### src/rtl/stopwatch_pkg.sv
// Shared state encoding and key-action codes for the stopwatch controller.
package stopwatch_pkg;

  localparam int unsigned StateW = 3;

  typedef enum logic [StateW-1:0] {
    StIdle   = 3'd0,
    StRun    = 3'd1,
    StPause  = 3'd2,
    StSetSec = 3'd3,
    StSetMin = 3'd4
  } state_e;

  // Winning key pulse of a cycle after priority resolution.
  typedef enum logic [2:0] {
    KeyNone,
    KeyRun,
    KeyMode,
    KeyInc,
    KeyClr
  } key_e;

  function automatic logic is_set(state_e s);
    return (s == StSetSec) || (s == StSetMin);
  endfunction

endpackage

### src/rtl/key_edge.sv
// Raw active-low key -> 2-flop synchronizer + previous-value flop -> 1-cycle press pulse.
module key_edge (
  input  logic fclk,
  input  logic reset,
  input  logic key_n,
  output logic press
);

  logic       sync1_q, sync2_q, prev_q;
  logic [2:0] arm_q;

  always_ff @(posedge fclk or negedge reset) begin
    if (!reset) begin
      sync1_q <= 1'b1;
      sync2_q <= 1'b1;
      prev_q  <= 1'b1;
      arm_q   <= '0;
    end else begin
      sync1_q <= key_n;
      sync2_q <= sync1_q;
      prev_q  <= sync2_q;
      arm_q   <= {arm_q[1:0], 1'b1};
    end
  end

  // Suppressed until the pipeline holds real key samples, so a key held through reset release
  // does not register as a press.
  assign press = arm_q[2] & prev_q & ~sync2_q;

endmodule

### src/rtl/stopwatch_ctrl.sv
// Stopwatch control FSM: key decode, run/pause/set sequencing, digit-chain enables.
// Optional display blink strobe is built only when STOPWATCH_BLINK_EN is defined.
module stopwatch_ctrl
  import stopwatch_pkg::*;
(
  input  logic              fclk,
  input  logic              reset,
  input  logic              tick,
  input  logic              key_run_n,
  input  logic              key_mode_n,
  input  logic              key_inc_n,
  input  logic              key_clr_n,
  input  logic              cy_sec,
  output logic              sec_en_n,
  output logic              min_en_n,
  output logic              clr_n,
  output logic [StateW-1:0] state,
  output logic              blink
);

  logic   press_run, press_mode, press_inc, press_clr;
  key_e   key_sel;
  state_e state_q, state_d;
  logic   sec_en_n_q, sec_en_n_d;
  logic   min_en_n_q, min_en_n_d;
  logic   clr_n_q, clr_n_d;
  logic   cy_q, cy_prev_q, cy_rise;

  key_edge u_key_run  (.fclk(fclk), .reset(reset), .key_n(key_run_n),  .press(press_run));
  key_edge u_key_mode (.fclk(fclk), .reset(reset), .key_n(key_mode_n), .press(press_mode));
  key_edge u_key_inc  (.fclk(fclk), .reset(reset), .key_n(key_inc_n),  .press(press_inc));
  key_edge u_key_clr  (.fclk(fclk), .reset(reset), .key_n(key_clr_n),  .press(press_clr));

  always_comb begin
    key_sel = KeyNone;
    if (press_clr)       key_sel = KeyClr;
    else if (press_run)  key_sel = KeyRun;
    else if (press_mode) key_sel = KeyMode;
    else if (press_inc)  key_sel = KeyInc;
  end

  assign cy_rise = cy_q & ~cy_prev_q;

  always_comb begin
    state_d = state_q;
    if (key_sel == KeyClr && state_q != StRun) begin
      state_d = StIdle;
    end else begin
      case (state_q)
        StIdle, StPause: begin
          if (key_sel == KeyRun)       state_d = StRun;
          else if (key_sel == KeyMode) state_d = StSetSec;
        end
        StRun:    if (key_sel == KeyRun)  state_d = StPause;
        StSetSec: if (key_sel == KeyMode) state_d = StSetMin;
        StSetMin: if (key_sel == KeyMode) state_d = StPause;
        default:  state_d = StIdle;
      endcase
    end
  end

  // Enables decode from the pre-transition state; the *_q term forbids back-to-back lows.
  always_comb begin
    sec_en_n_d = ~(((state_q == StRun) & tick) |
                   ((state_q == StSetSec) & (key_sel == KeyInc))) | ~sec_en_n_q;
    min_en_n_d = ~(((state_q == StRun) & cy_rise) |
                   ((state_q == StSetMin) & (key_sel == KeyInc))) | ~min_en_n_q;
    clr_n_d    = ~((key_sel == KeyClr) & (state_q != StRun)) | ~clr_n_q;
  end

  always_ff @(posedge fclk or negedge reset) begin
    if (!reset) begin
      state_q    <= StIdle;
      sec_en_n_q <= 1'b1;
      min_en_n_q <= 1'b1;
      clr_n_q    <= 1'b1;
      cy_q       <= 1'b0;
      cy_prev_q  <= 1'b0;
    end else begin
      state_q    <= state_d;
      sec_en_n_q <= sec_en_n_d;
      min_en_n_q <= min_en_n_d;
      clr_n_q    <= clr_n_d;
      cy_q       <= cy_sec;
      cy_prev_q  <= cy_q;
    end
  end

  assign state    = state_q;
  assign sec_en_n = sec_en_n_q;
  assign min_en_n = min_en_n_q;
  assign clr_n    = clr_n_q;

`ifdef STOPWATCH_BLINK_EN
  logic blink_q, blink_d;

  always_comb begin
    blink_d = 1'b0;
    if (is_set(state_d)) begin
      if (state_d != state_q) blink_d = 1'b1;
      else                    blink_d = blink_q ^ tick;
    end
  end

  always_ff @(posedge fclk or negedge reset) begin
    if (!reset) blink_q <= 1'b0;
    else        blink_q <= blink_d;
  end

  assign blink = blink_q;
`else
  assign blink = 1'b0;
`endif

endmodule

### config.mk
export PLATFORM = sky130hd
export DESIGN_NAME = stopwatch_ctrl
export DESIGN_NICKNAME = d
export VERILOG_FILES = /design/src/rtl/stopwatch_pkg.sv /design/src/rtl/key_edge.sv /design/src/rtl/stopwatch_ctrl.sv
export SDC_FILE = /design/constraint.sdc
export NUM_CORES = 1
export LEC_CHECK = 0
export CORE_MARGIN = 2
export CORE_UTILIZATION = 49
export CTS_CLUSTER_DIAMETER = 50
export CTS_CLUSTER_SIZE = 40
export DETAILED_ROUTE_END_ITERATION = 7
export PLACE_DENSITY = 0.75
export RECOVER_POWER = 100
export SYNTH_ARGS = -nofsm -noshare
export SYNTH_HDL_FRONTEND = slang
export SYNTH_SLANG_ARGS = --single-unit
### constraint.sdc
create_clock -name fclk -period 1.6 [get_ports fclk]
set_input_delay 0.4 -clock fclk [delete_from_list [all_inputs] [get_ports fclk]]
set_output_delay 0.4 -clock fclk [all_outputs]
set_load 0.1 [all_outputs]
Word-level counts from Yosys, hierarchy flattened

Cells that the tools add are included.

Bits in registers: 32
Bits of input ports: 8
Output and inout bits: 7
Word-level logic and storage cells: 80

Equality and inequality tests: 13
Multiplexer cells: 11
Bitwise gates (word level): 30
Reductions and logical operators: 4

Operators with widths:

| kind                                                | number |
|---|---|
| 2-to-1 mux 3 bit                                    | 7 |
| bitwise AND 1 bit                                   | 14 |
| equality test 3 x 2 -> 1 bit, second input constant | 4 |
| case mux 3 bit (4 select lines)                     | 1 |
| inverter 1 bit                                      | 11 |
| != test 3 bit, second input constant                | 3 |
| equality test 3 x 1 -> 1 bit, second input constant | 2 |
| equality test 3 bit, second input constant          | 2 |
| 2-to-1 mux 2 bit                                    | 3 |
| OR 1 bit                                            | 5 |
| != test 4 bit, second input constant                | 1 |
| AND reduction 4 bit                                 | 1 |
| logical NOT 3 bit                                   | 1 |
| != test 3 x 1 -> 1 bit, second input constant       | 1 |
| OR reduction 2 bit                                  | 1 |
| logical AND 1 bit                                   | 1 |

Logic depth before layout (Yosys ltp)

Gate-level depths: netlist (run 1).

Word-level depth: 11
Depth in mapped cells: 4
Gate-level depth less buffers: 4

Modules after synthesis

A second synthesis (run 1) with hierarchy kept.

Cells, all modules: 67
Area, all modules: 1063.5 um^2

Modules (own cells, without submodules):

| module         | times used | cells each | area an instance (um^2) | seq. area each (um^2) |
|---|---|---|---|---|
| key_edge       | 4          | 8          | 166.4                   | 153.9 |
| stopwatch_ctrl | 1          | 35         | 397.9                   | 203.9 |

Worst setup path before layout (run 1)

Ideal clock, no wire load.

Kind: register to register
Start point: register state_q[1] (netlist: state[1])
End point: register sec_en_n_q (netlist: sec_en_n)
Setup time: 88 ps
Arrival: 1733 ps
Data required time: 1512 ps
Setup slack: -221 ps
Cell stages (with the launch flop): 4
Buffers on the path: 1
Period minus slack after synthesis: 1821 ps
Cells stage by stage: dfrtp_1 clkbuf_1 a31oi_1 or3b_1

Cells in the longest elaborated chain, start to end: 5
Elaborated cells between the ends (all ways): 7
Those cells by class: 2 x eq/ne; 5 x bitwise

Ends and longest elaborated chain:

| element                                                                             | line                                       | text |
|---|---|---|
| start: declaration                                                                  | stopwatch_ctrl.sv:23                       | `state_e state_q, state_d;` |
| start signal: assignment                                                            | stopwatch_ctrl.sv:73                       | `state_q <= StIdle;` |
| start signal: assignment                                                            | stopwatch_ctrl.sv:80                       | `state_q <= state_d;` |
| equality test 3 x 1 -> 1 bit / equality test 3 x 2 -> 1 bit (equally long branches) | stopwatch_ctrl.sv:64, stopwatch_ctrl.sv:65 |  |
| bitwise AND 1 bit (on tied branches)                                                | stopwatch_ctrl.sv:64, stopwatch_ctrl.sv:65 |  |
| OR 1 bit (*)                                                                        | stopwatch_ctrl.sv:64                       | `sec_en_n_d = ~(((state_q == StRun) & tick) \|` |
| inverter 1 bit (*)                                                                  | stopwatch_ctrl.sv:64                       |  |
| OR 1 bit (*)                                                                        | stopwatch_ctrl.sv:65                       | `((state_q == StSetSec) & (key_sel == KeyInc))) \| ~sec_en_n_q;` |
| net sec_en_n_d                                                                      | stopwatch_ctrl.sv:24                       | `logic sec_en_n_q, sec_en_n_d;` |
| end signal: assignment                                                              | stopwatch_ctrl.sv:81                       | `sec_en_n_q <= sec_en_n_d;` |
| end: declaration                                                                    | stopwatch_ctrl.sv:24                       |  |

The timed path passes the listed nets; every way through them passes the cells marked *.
A chain may end at the register's enable or synchronous reset.

Worst setup path in the final report (run 1)

Start point: register u_key_clr.prev_q
End point: register state_q[0] (netlist: state[0])

Cells in the longest elaborated chain, start to end: 7
Elaborated cells between the ends (all ways): 15
Those cells by class: 7 x eq/ne; 4 x mux; 2 x bitwise; 2 x reduce/logical

Ends and longest elaborated chain:

| element                                                                    | line                                                             | text |
|---|---|---|
| start: declaration                                                         | key_edge.sv:9                                                    | `logic sync1_q, sync2_q, prev_q;` |
| start signal: assignment                                                   | key_edge.sv:21                                                   | `prev_q <= sync2_q;` |
| bitwise AND 1 bit (*) (2 in a row)                                         | key_edge.sv:28                                                   | `assign press = arm_q[2] & prev_q & ~sync2_q;` |
| 2-to-1 mux 3 bit (*)                                                       | stopwatch_ctrl.sv:36                                             | `if (press_clr) key_sel = KeyClr;` |
| equality test 3 x 1 -> 1 bit / equality test 3 bit (equally long branches) | stopwatch_ctrl.sv:51, stopwatch_ctrl.sv:54, stopwatch_ctrl.sv:46 |  |
| 2-to-1 mux 3 bit / logical AND 1 bit (equally long branches)               | stopwatch_ctrl.sv:51, stopwatch_ctrl.sv:46                       |  |
| case mux 3 bit (4 select lines) (tied with other cells)                    | stopwatch_ctrl.sv:49                                             | `case (state_q)` |
| 2-to-1 mux 3 bit / AND reduction 4 bit (equally long branches)             | n/a                                                              |  |

Every way passes the cells marked *; elsewhere a longest branch is shown, timed or not.

==> out/qor.yml, run 1 <==
path_clk_slew_ps: 120
drt_iter0_markers: 11
antenna_found_initial: 0
grt_pass1_vias: 487
dpl_cell_area_sq_um: 1070
synth_area_per_cell_sq_um: 13.9
synth_area_sq_um: 862
r2r-end: "state[0]"
avgViaCountPerCell: 5.54
insertion_delay_ps: 300
grt_max_degree: 24
fin_crit_ps: 1520
finalCritPeriodShare_pct: 95.0
drc: 0
pwr_density_cell_nw_per_um2: 1560
vdd_drop_max_mv: 0.765
cts_inserted_buffers: 3
hold_buffers: 0
cts_tree: "yes"
status: "completed"
nNetsFinal: 88
final_area_sq_um: 1060
area_growth_pct: 22.9
slew_violations: 0
overflow: 0
grt_pass1_wl_um: 2050
path_max_fanout: 5
gp_congestion: 0.756
initial_core_util_pct: 51.0
rows: 15
yosysUniqueCellTypes: 30
worstMarginPinSlew_ps: 527
path_class: "flip-flop to flip-flop"
ys_ff_latch: 23
crit_end: "state[0]"
die_w_um: 45.9
pin_count: 15
htreeDepth: 1
regToRegSetupSlack_ps: 80
vias: 532
grt_usage_pct: 13.8
yosysWarnings: 0
worst_ep_required_time_ps: 1800
finalHoldViolations: 0
endpoint_kind: "flip-flop"
max_cap_violations: 0
hp-class: "flip-flop to flip-flop"
stdcell_count: 96
die-height_um: 45.9
routedWlPerCell_um: 13.8
cp_data_arrival_time_ps: 1720
fmax_mhz: 658
cts_num_sinks: 23
fin_util_pct: 62.7
p_leak_nw: 0.439
first_pass_iters: 4
finClkSkew_ps: 9.97
die-area_sq_um: 2110
syn_inst: 62
cp-startpoint: "u_key_clr.prev_q"
r2r_start: "u_key_clr.prev_q"
rsz0062_at_grt: "false"
clockRootBuffer: "clkbuf_4"
fill_cells: 145
tns_ps: 0
core_area_sq_um: 1690
drive_gt1_share_pct: 36.7
crit_path_start_kind: "flip-flop"
ant_nets: 0
mappedNetlistNets: 70
ys_seq_area_share_pct: 68.9
hpwl_um: 979
dpl.cell_count: 91
clk_path_buf_depth: 2
finalSetupViolCount: 0
slew_headroom_pct: 64.9
worst-r2r-cell-count: 4
routed_wl_um: 1320
diodes: 0
numPortBuffers: 13
-- worst min-delay path by stage --
stage / startpoint / end / slack, ps / depth (start not counted)
3_3_place_gp: u_key_mode.arm_q[0] / u_key_clr.arm_q[1] / 330 / 0
4_1_cts: u_key_run.sync1_q / u_key_run.sync2_q / 360 / 0
3_5_place_dp: u_key_clr.arm_q[1] / u_key_clr.arm_q[2] / 340 / 0
2_1_floorplan: reset / cy_prev_q / 100 / 0
6_report: u_key_clr.arm_q[1] / u_key_clr.arm_q[2] / 360 / 0
5_1_grt: u_key_inc.sync1_q / u_key_inc.sync2_q / 370 / 0
-- kinds of logic (layout without fill, tap and decap cells) --
group	after synthesis	after routing	share of synthesized area, %
AND/OR/NAND/NOR	24	24	19.9
flip-flops	23	23	68.9
AO/OA/AOI/OAI	9	9	7.40
buffers and inverters	3	20	1.74
other	2	2	0.871
multiplexers	1	1	1.16
-- placed cells by master (no fill, tap or decap), types with 2 or more instances in the layout --
master,count
dfstp_2,13
dfrtp_1,7
dlygate4sd3_1,6
nand2_1,4
clkbuf_4,4
buf_6,4
nor2b_1,3
o211ai_1,3
nor2b_4,2
nand2b_1,2
nor3b_1,2
conb_1,2
dfstp_1,2
-- cell usage after synthesis --
cell type,number,area (sq um)
o22ai_1,1,6.26
nand3b_1,1,7.51
nor2b_2,1,8.76
a21oi_1,1,5.00
nor3b_1,2,15.0
dfstp_2,15,394
o22a_1,1,8.76
o211ai_1,3,22.5
and4bb_4,1,16.3
dfrtp_1,8,200
nand3_1,1,5.00
nand2b_1,2,12.5
inv_1,1,3.75
nor2b_4,1,13.8
mux2i_1,1,10.0
a31oi_1,1,6.26
nor4_2,1,12.5
nor2b_1,3,18.8
or3_1,1,6.26
buf_4,1,7.51
o21ai_1,1,5.00
conb_1,2,7.51
clkbuf_1,1,3.75
nand2_1,4,15.0
o211a_1,1,10.0
and4_1,1,8.76
nor2_1,1,3.75
and3_1,1,6.26
or3b_1,1,8.76
and2_1,2,12.5
-- metal layers --
| metal | track usage (%) | wire length, um | up-vias |
|---|---|---|---|
| met2 | 22.8 | 638 | 19 |
| met4 | 3.43 | 12 | 0 |
| li1 | - | - | 246 |
| met3 | 3.57 | 80 | 2 |
| met5 | 0 | 0 | - |
| met1 | 18.0 | 591 | 265 |
-- flip-flops by register name (all words and copies together), names as in the netlist --
name / flops
u_key_mode.prev_q: 1
u_key_mode.sync1_q: 1
u_key_clr.sync1_q: 1
clr_n: 1
cy_prev_q: 1
min_en_n: 1
u_key_clr.sync2_q: 1
u_key_inc.prev_q: 1
u_key_clr.arm_q: 2
u_key_run.sync2_q: 1
u_key_run.prev_q: 1
u_key_inc.sync2_q: 1
u_key_clr.prev_q: 1
u_key_run.sync1_q: 1
cy_q: 1
state: 3
u_key_mode.arm_q: 1
u_key_inc.sync1_q: 1
u_key_mode.sync2_q: 1
sec_en_n: 1
-- critical path, cell delays in order, from the launching register on --
cell and delay, ps:
dfstp_2 550, nor2b_4 160, and4bb_4 260, or3_1 340, o211a_1 130
-- area by class of cell --
class	instances	area, sq um	area share, %
Sequential cell	23	596	56.2
Multi-Input combinational cell	36	258	24.3
Timing Repair Buffer	15	155	14.6
Clock buffer	4	26.3	2.48
Tap cell	17	21.3	2.01
Inverter	1	3.75	0.354
-- through the flow --
step	setup slack, ps	power [mW]	hold WS (ps)
after floorplan	43.9	1.22	104
after global placement	82.1	1.47	335
after detailed placement	22.4	1.49	341
after CTS	5.15	1.74	364
after global routing	5.67	1.72	367
final	80.7	1.65	362
-- power breakdown --
part	internal (mW)	switching (mW)
Clock	0.0968	0.155
Combinational	0.202	0.435
Sequential	0.671	0.0942
Total	0.970	0.684
-- what timing repair did --
action                                  in CTS  in global routing
resized for setup                            0                  1
endpoints found under the setup margin       0                  1
setup buffers                                0                  1
No activity file was read; power rests on OpenSTA's default activity.
==> run 2, diff against run 1 <==
- CAP_MARGIN: not set -> 20
==> results of run 2 <==
No change in the layout: final DEF, timing and power equal those of run 1.
==> run 3, diff against run 2 <==
- ABC_AREA: not set -> 1
==> run 3 against run 2 <==
Net effect:
- register-to-register slack gained 140 ps
- cell count grew 20%
- largest power group is now combinational cells
- final area grew 1.3%
- worst hold slack lost 2.0 ps
==> out/qor.yml, run 3 <==
status: "completed"
pwr_density_cell_nw_per_um2: 1850
ys_seq_area_share_pct: 68.2
synth_common_cells: "nand2_1 (16), dfstp_2 (15), dfrtp_1 (8), inv_1 (8), nand3_1 (8)"
dpl.cell_count: 111
vias: 579
routed_wl_um: 1230
slew_violations: 0
synthMuxAreaShare_pct: 0
layout_common_cells: "nand2_1 (17), dfstp_2 (13), nand3_1 (9)"
drc: 0
worstMarginPinSlew_ps: 524
grt_max_degree: 24
synth_top_family_by_area: "simple AND/OR/NAND/NOR gates"
yosys-top-cells-area: "dfstp_2 (45%), dfrtp_1 (23%), nand2_1 (6.9%)"
max_cap_violations: 0
clk_path_buf_depth: 2
synth_area_sq_um: 871
slowest_delay_ps: 560
finClkSkew_ps: 6.32
avgViaCountPerCell: 5.03
path_cells: "buf_6"
numPortBuffers: 13
pin_count: 15
cp_data_arrival_time_ps: 1080
worst_ep_required_time_ps: 1200
synthAdderAreaFrac_pct: 0
insertion_delay_ps: 300
clockRootBuffer: "clkbuf_4"
hold_buffers: 0
area_growth_pct: 23.3
routedWlPerCell_um: 10.7
rsz0062_at_grt: "false"
die-area_sq_um: 2130
yosysUniqueCellTypes: 17
hp-class: "flip-flop to flip-flop"
synthXorXnorAreaFrac_pct: 0
cts_resized: 0
mappedNetlistNets: 89
stdcell_count: 115
fin_crit_ps: 1480
overflow: 0
antenna_found_initial: 0
grt_pass1_wl_um: 2010
worst-path-buf-inv: 1
layout.cells.most_common: "nand2_1"
gp_congestion: 0.829
die_w_um: 46.2
synth_top_area_cell: "dfstp_2"
drive_gt1_share_pct: 33.7
die-height_um: 46.2
endpoint_kind: "output pin"
cts_inserted_buffers: 3
cts_num_sinks: 23
fmax_mhz: 674
finalHoldViolations: 0
post_cts_buffers: 0
synth.most_common_cell: "nand2_1"
ys_ff_latch: 23
largest_register_ffs: 3
syn_inst: 81
synth_compound_area_share_pct: 1.72
drt_iter0_markers: 7
hpwl_um: 919
diodes: 0
multi_input_area_sq_um: 223
tns_ps: 0
nNetsFinal: 107
initial_core_util_pct: 51.6
fill_cells: 126
async_flop_share_pct: 100
worst_path_max_delay_cell: "dfstp_2"
synth_top_area_share_pct: 45.3
synth_flop_cell: "dfstp_2"
cts_tree: "yes"
finalCritPeriodShare_pct: 92.7
htreeDepth: 1
crit_path_start_kind: "flip-flop"
critPathTopFamily: "flip-flops"
slew_headroom_pct: 65.1
seq_area_sq_um: 594
path_max_fanout: 2
p_leak_nw: 0.507
finalSetupViolCount: 0
synthSimpleGateAreaFrac_pct: 23.9
path_clk_slew_ps: 120
path_class: "flip-flop to output pin"
first_pass_iters: 5
vdd_drop_max_mv: 1.03
grt_pass1_vias: 504
rows: 15
grt_usage_pct: 14.3
synth_edf_count: 0
synth_area_per_cell_sq_um: 10.8
core_area_sq_um: 1690
ant_nets: 0
yosysWarnings: 0
==> run 3: cells by family after synthesis <==
group | Yosys count
AND/OR/NAND/NOR | 42
flip-flops | 23
buffers and inverters | 11
AO/OA/AOI/OAI | 3
other | 2
==> run 3: per-layer routing <==
metal	GRT usage (%)	vias to the layer above	routed length [um]
li1	-	280	-
met1	18.0	264	531
met2	21.1	29	578
met3	2.35	6	85
met4	12.0	0	38
met5	0	-	0
==> run 3: final cells by class <==
type,count,share of cell area [%]
clock buffers,3,2.10
multi-input cells,47,20.7
clock inverters,1,0.466
inverters,10,3.61
flip-flops and latches,23,55.4
repair buffers,14,15.7
well taps,17,1.98
==> run 3: path summary, 6_finish.rpt <==
check,start,cells past startpoint,endpoint,slack [ps]
max in group asynchronous,reset,2,u_key_clr.sync2_q,650
worst min-delay path,u_key_mode.arm_q[0],0,u_key_clr.arm_q[1],360
min in group asynchronous,reset,2,state[0],580
worst max-delay path,sec_en_n,1,sec_en_n,120
worst max register to register,u_key_clr.sync2_q,10,state[0],220
worst min register to register,u_key_mode.arm_q[0],0,u_key_clr.arm_q[1],360
==> run 3: power by group <==
group / internal [mW] / switching [mW] / leakage [nW]
clock: 0.0932 / 0.159 / 0.0177
combinational: 0.310 / 0.645 / 0.237
sequential: 0.677 / 0.0985 / 0.253
total: 1.08 / 0.903 / 0.507
==> run 3: metrics by stage <==
stage,util [%],cell area (sq um),worst slack [ps],hold slack (ps),total power [mW]
after detailed placement,64.3,1090,346,335,1.79
after global routing,63.6,1070,84.5,368,2.09
after global placement,64.3,1090,369,331,1.77
after CTS,65.9,1110,136,363,2.05
after floorplan,-,875,150,104,1.46
final,63.6,1070,117,360,1.98
